**src/rtl/attack_engine.sv**
```systemverilog
// Two-player attack engine: per-player attack phase FSM, hit/block
// resolution, stun countdown and knockback generation, one step per frame.
module attack_engine #(
  parameter logic [7:0] KEY_P1      = 8'h06,
  parameter logic [7:0] KEY_P2      = 8'h11,
  parameter int         STARTUP     = 2,
  parameter int         ACTIVE      = 3,
  parameter int         RECOVERY    = 4,
  parameter int         HITSTUN     = 12,
  parameter int         BLOCKSTUN   = 6,
  parameter int         REACH       = 135,
  parameter int         FIST_OFS_P1 = 30,
  parameter int         FIST_OFS_P2 = 60,
  parameter int         KB_SPEED    = 4,
  parameter int         CW          = 8
) (
  input  logic               frame_clk,
  input  logic               Reset_n,
  input  logic [7:0]         keycode_0,
  input  logic [7:0]         keycode_1,
  input  logic [7:0]         keycode_2,
  input  logic [7:0]         keycode_3,
  input  logic               crouchP1,
  input  logic               crouchP2,
  input  logic               P1Left,
  input  logic signed [31:0] XDist,
  input  logic signed [31:0] P1Ypos,
  input  logic signed [31:0] P2Ypos,
  output logic               activeP1,
  output logic               activeP2,
  output logic               hitP1,
  output logic               hitP2,
  output logic               blockP1,
  output logic               blockP2,
  output logic               stunP1,
  output logic               stunP2,
  output logic signed [31:0] Ryu_Knockback,
  output logic signed [31:0] Akuma_Knockback
);

  typedef enum logic [1:0] {ST_IDLE, ST_STARTUP, ST_ACTIVE, ST_RECOVERY} phase_t;

  // Index 0 is P1, index 1 is P2 throughout.
  logic [1:0]         connect;   // player's attack lands this frame
  logic [1:0]         crouch;
  logic               in_reach;
  logic signed [31:0] ypos [2];
  logic [1:0]         active_vec, hit_vec, block_vec, stun_vec;
  logic signed [31:0] kb_vec [2];

  assign crouch   = {crouchP2, crouchP1};
  assign in_reach = (XDist < REACH);
  assign ypos[0]  = P1Ypos;
  assign ypos[1]  = P2Ypos;

  genvar gi;
  generate
    for (gi = 0; gi < 2; gi++) begin : g_player
      localparam logic [7:0] KEY      = (gi == 0) ? KEY_P1 : KEY_P2;
      localparam int         FIST_OFS = (gi == 0) ? FIST_OFS_P1 : FIST_OFS_P2;
      localparam int         OPP      = 1 - gi;

      phase_t             state_reg, state_next;
      logic [CW-1:0]      phase_reg, phase_next;
      logic [CW-1:0]      stun_reg, stun_next;
      logic               conn_reg, conn_next;
      logic               kbhit_reg, kbhit_next;   // last stun came from a hit
      logic               prev_reg, pressed, trigger;
      logic               hit_reg, block_reg;
      logic               took_hit, took_block, away_neg;
      logic signed [31:0] kb_reg, kb_next, mag;

      assign pressed = (keycode_0 == KEY) || (keycode_1 == KEY) ||
                       (keycode_2 == KEY) || (keycode_3 == KEY);
      assign trigger = pressed && !prev_reg;

      // Only the first landing frame of an attack counts; the fist must reach
      // below the opponent's Y (screen Y grows downward).
      assign connect[gi] = (state_reg == ST_ACTIVE) && !conn_reg && in_reach &&
                           ((ypos[gi] + FIST_OFS) > ypos[OPP]);
      assign took_hit    = connect[OPP] && !crouch[gi];
      assign took_block  = connect[OPP] && crouch[gi];
      assign away_neg    = (gi == 0) ? P1Left : !P1Left;

      // Attack phase sequencing; being hit cancels whatever phase we were in.
      always_comb begin
        state_next = state_reg;
        phase_next = phase_reg;
        conn_next  = conn_reg;
        case (state_reg)
          ST_IDLE: begin
            if (trigger && !crouch[gi] && (stun_reg == '0)) begin
              state_next = ST_STARTUP;
              phase_next = '0;
              conn_next  = 1'b0;
            end
          end
          ST_STARTUP: begin
            if (phase_reg == CW'(STARTUP - 1)) begin
              state_next = ST_ACTIVE;
              phase_next = '0;
            end else begin
              phase_next = phase_reg + CW'(1);
            end
          end
          ST_ACTIVE: begin
            if (connect[gi]) conn_next = 1'b1;
            if (phase_reg == CW'(ACTIVE - 1)) begin
              state_next = ST_RECOVERY;
              phase_next = '0;
            end else begin
              phase_next = phase_reg + CW'(1);
            end
          end
          ST_RECOVERY: begin
            if (phase_reg == CW'(RECOVERY - 1)) begin
              state_next = ST_IDLE;
              phase_next = '0;
            end else begin
              phase_next = phase_reg + CW'(1);
            end
          end
          default: begin
            state_next = ST_IDLE;
            phase_next = '0;
          end
        endcase
        if (took_hit) begin
          state_next = ST_IDLE;
          phase_next = '0;
        end
      end

      // Stun reload/countdown and the knockback that accompanies it.
      always_comb begin
        stun_next  = stun_reg;
        kbhit_next = kbhit_reg;
        kb_next    = '0;
        mag        = '0;
        if (took_hit) begin
          stun_next  = CW'(HITSTUN);
          kbhit_next = 1'b1;
        end else if (took_block) begin
          stun_next  = CW'(BLOCKSTUN);
          kbhit_next = 1'b0;
        end else if (stun_reg != '0) begin
          stun_next = stun_reg - CW'(1);
        end
        if (stun_next != '0) begin
          mag     = kbhit_next ? 32'(KB_SPEED) : 32'(KB_SPEED >> 1);
          kb_next = away_neg ? -mag : mag;
        end
      end

      // FSM state register.
      always_ff @(posedge frame_clk or negedge Reset_n) begin
        if (!Reset_n) begin
          state_reg <= ST_IDLE;
          phase_reg <= '0;
          conn_reg  <= 1'b0;
        end else begin
          state_reg <= state_next;
          phase_reg <= phase_next;
          conn_reg  <= conn_next;
        end
      end

      // Key history, stun state and registered hit/block/knockback outputs.
      always_ff @(posedge frame_clk or negedge Reset_n) begin
        if (!Reset_n) begin
          prev_reg  <= 1'b0;
          stun_reg  <= '0;
          kbhit_reg <= 1'b0;
          hit_reg   <= 1'b0;
          block_reg <= 1'b0;
          kb_reg    <= '0;
        end else begin
          prev_reg  <= pressed;
          stun_reg  <= stun_next;
          kbhit_reg <= kbhit_next;
          hit_reg   <= took_hit;
          block_reg <= took_block;
          kb_reg    <= kb_next;
        end
      end

      assign active_vec[gi] = (state_reg == ST_ACTIVE);
      assign hit_vec[gi]    = hit_reg;
      assign block_vec[gi]  = block_reg;
      assign stun_vec[gi]   = (stun_reg != '0);
      assign kb_vec[gi]     = kb_reg;
    end
  endgenerate

  assign activeP1        = active_vec[0];
  assign activeP2        = active_vec[1];
  assign hitP1           = hit_vec[0];
  assign hitP2           = hit_vec[1];
  assign blockP1         = block_vec[0];
  assign blockP2         = block_vec[1];
  assign stunP1          = stun_vec[0];
  assign stunP2          = stun_vec[1];
  assign Ryu_Knockback   = kb_vec[0];
  assign Akuma_Knockback = kb_vec[1];

endmodule

```
**config.mk**
```make
export PLATFORM = sky130hd
export DESIGN_NAME = attack_engine
export DESIGN_NICKNAME = d
export VERILOG_FILES = /design/src/rtl/attack_engine.sv
export SDC_FILE = /design/constraint.sdc
export NUM_CORES = 1
export LEC_CHECK = 0
export BUFFER_PORTS_ARGS = -buffer_cell sky130_fd_sc_hd__buf_2
export CAP_MARGIN = 20
export CORE_UTILIZATION = 35
export CTS_CLUSTER_DIAMETER = 40
export DETAILED_ROUTE_END_ITERATION = 8
export MAX_ROUTING_LAYER = met4
export SLEW_MARGIN = 20
export SYNTH_ARGS = -nofsm -noshare
export SYNTH_HDL_FRONTEND = slang
export SYNTH_SLANG_ARGS = --single-unit
```
**constraint.sdc**
```tcl
create_clock -name frame_clk -period 2.18 [get_ports frame_clk]
set_clock_uncertainty 0.05 [all_clocks]
set_input_delay 0.327 -clock frame_clk [delete_from_list [all_inputs] [get_ports frame_clk]]
set_output_delay 0.327 -clock frame_clk [all_outputs]
set_load 0.01 [all_outputs]
```
==> results of run 1 <==
==> cells by family (layout without fill, tap and decap cells) <==
kind of cell | after synthesis | count (layout) | share of synthesized area
adders and majority gates | 84 | 84 | 0.173
xor gates and xnor gates | 71 | 71 | 0.102
and+or+nand+nor | 280 | 280 | 0.246
AOI/OAI and AO/OA | 116 | 116 | 0.121
DFF | 52 | 52 | 0.214
other | 1 | 2 | 0.000616
buffers and inverters | 161 | 499 | 0.138
muxes | 4 | 4 | 0.00678
==> how the worst min path moves through the flow <==
stage	slack [ns]	endpoint
floorplan	-0.02	Akuma_Knockback[1]
global placement	0.28	Ryu_Knockback[30]
detailed placement	0.28	Ryu_Knockback[1]
CTS	0.22	Akuma_Knockback[30]
global route	0.21	Akuma_Knockback[30]
finish	0.23	Akuma_Knockback[30]
==> Yosys cell counts, types with 8 or more instances <==
master / instances / area share
a21o_1: 9 / 0.011
o21ai_0: 17 / 0.014
nand3_1: 26 / 0.021
o21ai_1: 9 / 0.0074
inv_1: 94 / 0.058
nor2b_1: 8 / 0.0082
buf_4: 58 / 0.072
and3_1: 9 / 0.0092
a21oi_1: 44 / 0.036
nor2_1: 63 / 0.039
nor4_1: 15 / 0.015
nor4bb_1: 9 / 0.015
nand2_1: 56 / 0.035
ha_1: 84 / 0.17
nand4_1: 21 / 0.022
xor2_1: 10 / 0.014
dfrtp_1: 52 / 0.21
xnor2_1: 61 / 0.088
nor3_1: 20 / 0.016
==> layout make-up <==
type	count	area [um2]
fill	1568	7560
multi-input combinational	557	4460
timing repair buffer	397	2650
sequential	52	1300
inverter	94	378
tap	220	275
clock buffer	5	125
clock inverter	3	18.8
==> where the power goes <==
part / total (mW) / switching [mW] / internal (mW) / leakage (nW)
Combinational: 3.75 / 1.90 / 1.85 / 3.95
Sequential: 1.53 / 0.260 / 1.27 / 0.664
Clock: 0.782 / 0.358 / 0.424 / 0.0736
Total: 6.06 / 2.52 / 3.54 / 4.69
==> through the flow <==
step           setup TNS (ns)   util  hold slack, ns
2_1_floorplan          -53.88      -         -0.0186
3_3_place_gp           -75.75  0.502           0.279
3_5_place_dp           -79.37  0.502           0.281
4_1_cts                -56.13  0.531           0.216
5_1_grt                -66.92  0.549           0.214
6_report               -58.33  0.549           0.226
==> routing by layer <==
layer  share of wire  vias to the layer above  global-route usage
li1                -                     3274                   -
met1            0.46                     2962               0.267
met2            0.49                      194               0.358
met3           0.048                       10              0.0159
met4          0.0065                        0              0.0278
met5               0                        -                   -
==> repair_timing <==
action | CTS | global route
setup buffers | 14 | 14
setup endpoints to repair | 51 | 51
pin swaps | 35 | 19
gates resized for setup | 53 | 51
cloned | 1 | 1
endpoints found under the hold margin | 20 | 0
hold buffers | 1 | 0
==> summary.md, run 1 <==
| Metric | Value |
|---|---|
| Status | complete, but fails checks |
| Failing checks | setup timing |
| Unrepaired setup endpoints after global routing | yes |
| Slowest cell delay on critical path | 0.45 ns |
| Setup crit start kind | input pin |
| # clock sinks | 52 |
| Port buffer count | 202 |
| Fmax | 290 MHz |
| Hold depth | 2 |
| 1st-iter DRT viols | 202 |
| Via density per instance | 4.85 |
| Deepest clock path buffer count | 2 |
| Final hold violations | 0 |
| R2R Path End | g_player[1].state_reg[1] |
| Num CTS Buffers | 5 |
| Max-cap check violation count | 0 |
| CP required | 2.31 ns |
| Pre-CTS setup slack | -1.72 ns |
| Peak supply drop | 612 uV |
| Hold crit path type | input pin to register |
| PD cells | 659 nW/um2 |
| Synth cell types | 60 |
| CTS root buf | clkbuf_16 |
| Area delta synth->final | 51.1% |
| Worst relative slew slack | 0.637 |
| Min cycle time layout | 3.44 ns |
| RePlAce Congestion | 0.910 |
| Worst setup EP type | register |
| Fin. max-slew vios | 0 |
| I/O Pins | 205 |
| Initial Util | 0.363 |
| Fin cells | 1,328 |
| Total chip power | 6.06 mW |
| Leak Pwr | 4.69 nW |
| Finished Cell Area | 9200 um2 |
| Nets | 1,324 |
| Crit path arrival time | 3.57 ns |
| Worst Path Max Fanout | 8 |
| Die X | 134 um |
| Synth Flop Type | dfrtp_1 |
| Sequential fraction of the synthesis area | 0.214 |
| WL final | 17.9 mm |
| Number of synthesis warnings | 0 |
| Number of synthesized flops with an enable pin | 0 |
| Via count | 6,440 |
| Largest net degree at the start of global routing | 30 |
| First-pass GRT wire length | 28.9 mm |
| Cells along the critical path | buf_6, and4_4, nand3_4, nor3b_4, nand4_1, or4_1, xnor2_1, ha_1, and4_1, a221oi_2, buf_4, o32ai_2, o31ai_4, buf_6, nor2_4, a21o_1 |
| Core area | 16,800 um2 |
| Crit-path most repeated cell | buf_6 |
| Worst hold start | P1Left |
| Async S/R FF share, synth | 1.00 |
| Number of global-route vias before repair | 6,039 |
| Count of state elements after synthesis | 52 |
| Placed wire-length estimate | 15.1 mm |
| CTS clk-pin slew, worst paths | 0.07 ns |
| Die Ht | 134 um |
| Mapped cell area | 6090 um2 |
| FF-to-FF setup slack | -0.16 ns |
| CTS H-Tree Depth | 2 |
| Least-Margin Pin Slew | 0.544 ns |
| Syn Area/Cell | 7.92 um2 |
| First drt pass iteration count | 4 |
| Reg-to-reg startpoint | g_player[1].stun_reg[5] |
| Setup ws final | -1.26 ns |
| Die ar. | 17,900 um2 |
| Crit path to | g_player[1].stun_reg[1] |
| Final worst-path cycle share | 1.58 |
| Worst path slowest cell | or4_1 |
| Most frequent cells in the layout | buf_2 (193), buf_4 (176), inv_1 (90) |
| Initial antenna violation count | 0 |
| Most common library cell in the layout ignoring fill and taps | buf_2 |
| Worst reg2reg path depth | 6 |
| Drt wl/cell | 13.5 um |
| Placed Cells | 1,293 |
| Clk_lat worst skew | 0.29 ns |
| DRC Markers | 0 |
| CTS tree | yes |
| Area post-placement | 8410 um2 |
| Setup crit start | P1Ypos[10] |
| Number of cells on the critical path | 16 |
| Total track usage | 0.206 |
| Crit path max-delay family | simple AND/OR/NAND/NOR gates |
| Rows | 47 |
| # diodes | 0 |
| Antenna-violating nets left | 0 |
| Finish-stage setup viols | 51 |
| Layout cell share with drive strength beyond 1 | 0.456 |
| Synth Instances | 769 |
| Grt total ovfl | 0 |
| Kind of critical path | input pin to register |
| CP bufs+invs | 3 |
Power figures use the tool's default switching activity.
==> inputs of run 2 (changes only) <==
==> constraint.sdc (replaced) <==
create_clock -name frame_clk -period 4.1 [get_ports frame_clk]
set_clock_uncertainty 0.05 [all_clocks]
set_input_delay 0.615 -clock frame_clk [delete_from_list [all_inputs] [get_ports frame_clk]]
set_output_delay 0.615 -clock frame_clk [all_outputs]
set_load 0.01 [all_outputs]
==> run 2 against run 1 <==
  * The flow now finishes without violations
  * Largest power group unchanged
  * Non-clock buffer count is 129 lower
  * Via count is 10% lower
  * Clock-buffer cell count is 1 higher
  * Combinational power is 60% lower
  * Sequential share of layout area is 2.7 points higher
  * Design area is 16% lower
  * Register-to-register slack better by 1.5 ns
  * Die area stayed put
  * First-iteration DRC count is 3.0% lower
  * Wire length is 11% lower
  * Sequential cell count stayed put
  * Critical path depth is 4 higher
==> summary.md, run 2 (synthesis gave the netlist of run 1 again) <==
| Metric | Value |
|---|---|
| Status | finished clean |
| Worst relative slew slack | 0.430 |
| Area post-placement | 7360 um2 |
| Num CTS Buffers | 5 |
| Worst setup EP type | register |
| PD cells | 356 nW/um2 |
| CP bufs+invs | 4 |
| # diodes | 0 |
| Cells along the critical path | buf_2, inv_1, ha_2, or3b_4, nand3_4, nor3_4, nand3_2, nor2_2, nand4_1, xnor2_1, ha_1, nand4_1, nor4_4, buf_4, a31oi_1, o2111a_1, o31ai_2, buf_4, mux2_4, o21a_1 |
| Initial antenna violation count | 0 |
| Kind of critical path | input pin to register |
| Nets | 1,195 |
| Worst path slowest cell | nor4_4 |
| Max-cap check violation count | 0 |
| Total chip power | 2.75 mW |
| Layout cell share with drive strength beyond 1 | 0.324 |
| CTS H-Tree Depth | 2 |
| Via density per instance | 4.82 |
| Reg-to-reg startpoint | g_player[1].stun_reg[2] |
| Int Power | 1.57 mW |
| Least-Margin Pin Slew | 0.856 ns |
| Most common library cell in the layout ignoring fill and taps | buf_2 |
| CTS clk-pin slew, worst paths | 0.07 ns |
| Sw Share | 0.427 |
| Final core occ | 0.460 |
| DRC Markers | 0 |
| Leak Pwr | 3.96 nW |
| Fin cells | 1,198 |
| CP required | 4.23 ns |
| RePlAce Congestion | 0.875 |
| Core area | 16,800 um2 |
| First drt pass iteration count | 4 |
| Via count | 5,778 |
| Fin. max-slew vios | 0 |
| Sw Pwr | 1.17 mW |
| Fmax | 256 MHz |
| Total track usage | 0.181 |
| Setup TNS Final | 0 ns |
| Deepest clock path buffer count | 2 |
| Slowest cell delay on critical path | 0.34 ns |
| Largest net degree at the start of global routing | 30 |
| Area delta synth->final | 26.7% |
| Crit path arrival time | 4.03 ns |
| I/O Pins | 205 |
| Peak supply drop | 195 uV |
| Min cycle time layout | 3.90 ns |
| Die X | 134 um |
| Setup crit start | P2Ypos[2] |
| Sequential share of power | 0.307 |
| Die ar. | 17,900 um2 |
| Unrepaired setup endpoints after global routing | no |
| Layout fillers | 1,691 |
| Die Ht | 134 um |
| Placed wire-length estimate | 13.3 mm |
| Worst Path Max Fanout | 5 |
| Setup crit start kind | input pin |
| Antenna-violating nets left | 0 |
| CTS root buf | clkbuf_16 |
| Final hold violations | 0 |
| Most frequent cells in the layout | buf_2 (202), inv_1 (94), ha_1 (83) |
| Grt total ovfl | 0 |
| Crit path max-delay family | simple AND/OR/NAND/NOR gates |
| Drt wl/cell | 13.2 um |
| Clk_lat worst skew | 0.29 ns |
| Port buffer count | 202 |
| Gate power share | 0.549 |
| Initial Util | 0.363 |
| Number of global-route vias before repair | 5,489 |
| First-pass GRT wire length | 25.9 mm |
| 1st-iter DRT viols | 196 |
| Hold crit path type | input pin to asynchronous set/reset pin |
| # clock sinks | 52 |
| Finish-stage setup viols | 0 |
| Placed Cells | 1,186 |
| Hold_buf cts | 0 |
| Rows | 47 |
| Finished Cell Area | 7710 um2 |
| Final worst-path cycle share | 0.951 |
| Clock share of power | 0.144 |
| WL final | 15.9 mm |
| CTS tree | yes |
-- run 2: cell types whose count changed in the layout (fill, tap and decap cells not counted), sizes merged --
cell / delta
dlygate4sd3: -1
clkinv: -2
buf: -129
clkbuf: +1
clkdlybuf4s15: +1
-- run 2: power by group through the flow --
stage	registers (mW)	clock network [mW]	logic [mW]
finish	0.843	0.395	1.51
detailed placement	0.850	0	1.48
global placement	0.847	0	1.46
global route	0.874	0.432	1.72
CTS	0.843	0.409	1.49
floorplan	0.829	0	1.14
-- run 2: layer usage --
metal,vias up,GRT usage,part of all wire
li1,3017,-,-
met1,2631,0.242,0.48
met2,123,0.303,0.48
met3,7,0.0166,0.041
met4,0,0.0253,0.0052
met5,-,-,0
-- run 2: timing repair --
action | 4_1_cts | 5_1_grt
gates cloned | 0 | 1
pin swaps | 2 | 22
gates resized for setup | 5 | 32
setup buffers | 0 | 4
setup endpoints to repair | 11 | 48
-- run 2: area by class of cell --
cell class                      count  area [um2]  share of cell area
Clock buffer                        6         129              0.0167
Clock inverter                      1        5.00            0.000649
Inverter                           94         353              0.0457
Multi-Input combinational cell    557        4140               0.536
Sequential cell                    52        1300               0.169
Tap cell                          220         275              0.0357
Timing Repair Buffer              268        1510               0.196
-- run 2: through the flow --
| stage | setup WS [ns] | hold WS (ns) |
|---|---|---|
| after floorplan | 0.0466 | 0.269 |
| after global placement | -0.327 | 0.455 |
| after detailed placement | -0.349 | 0.452 |
| after CTS | 0.0105 | 0.289 |
| after global routing | 0.0239 | 0.318 |
| final | 0.199 | 0.276 |
-- run 2: path summary, 6_finish.rpt --
path | endpoint | slack (ns) | depth (start not counted)
max in group asynchronous | g_player[1].stun_reg[1] | 2.94 | 2
worst min-delay path | g_player[1].stun_reg[6] | 0.28 | 1
worst min register to register | g_player[1].kbhit_reg | 0.48 | 2
min in group frame_clk | Akuma_Knockback[30] | 0.48 | 2
worst max-delay path | Ryu_Knockback[2] | 0.20 | 20
worst max register to register | g_player[1].state_reg[1] | 1.34 | 6
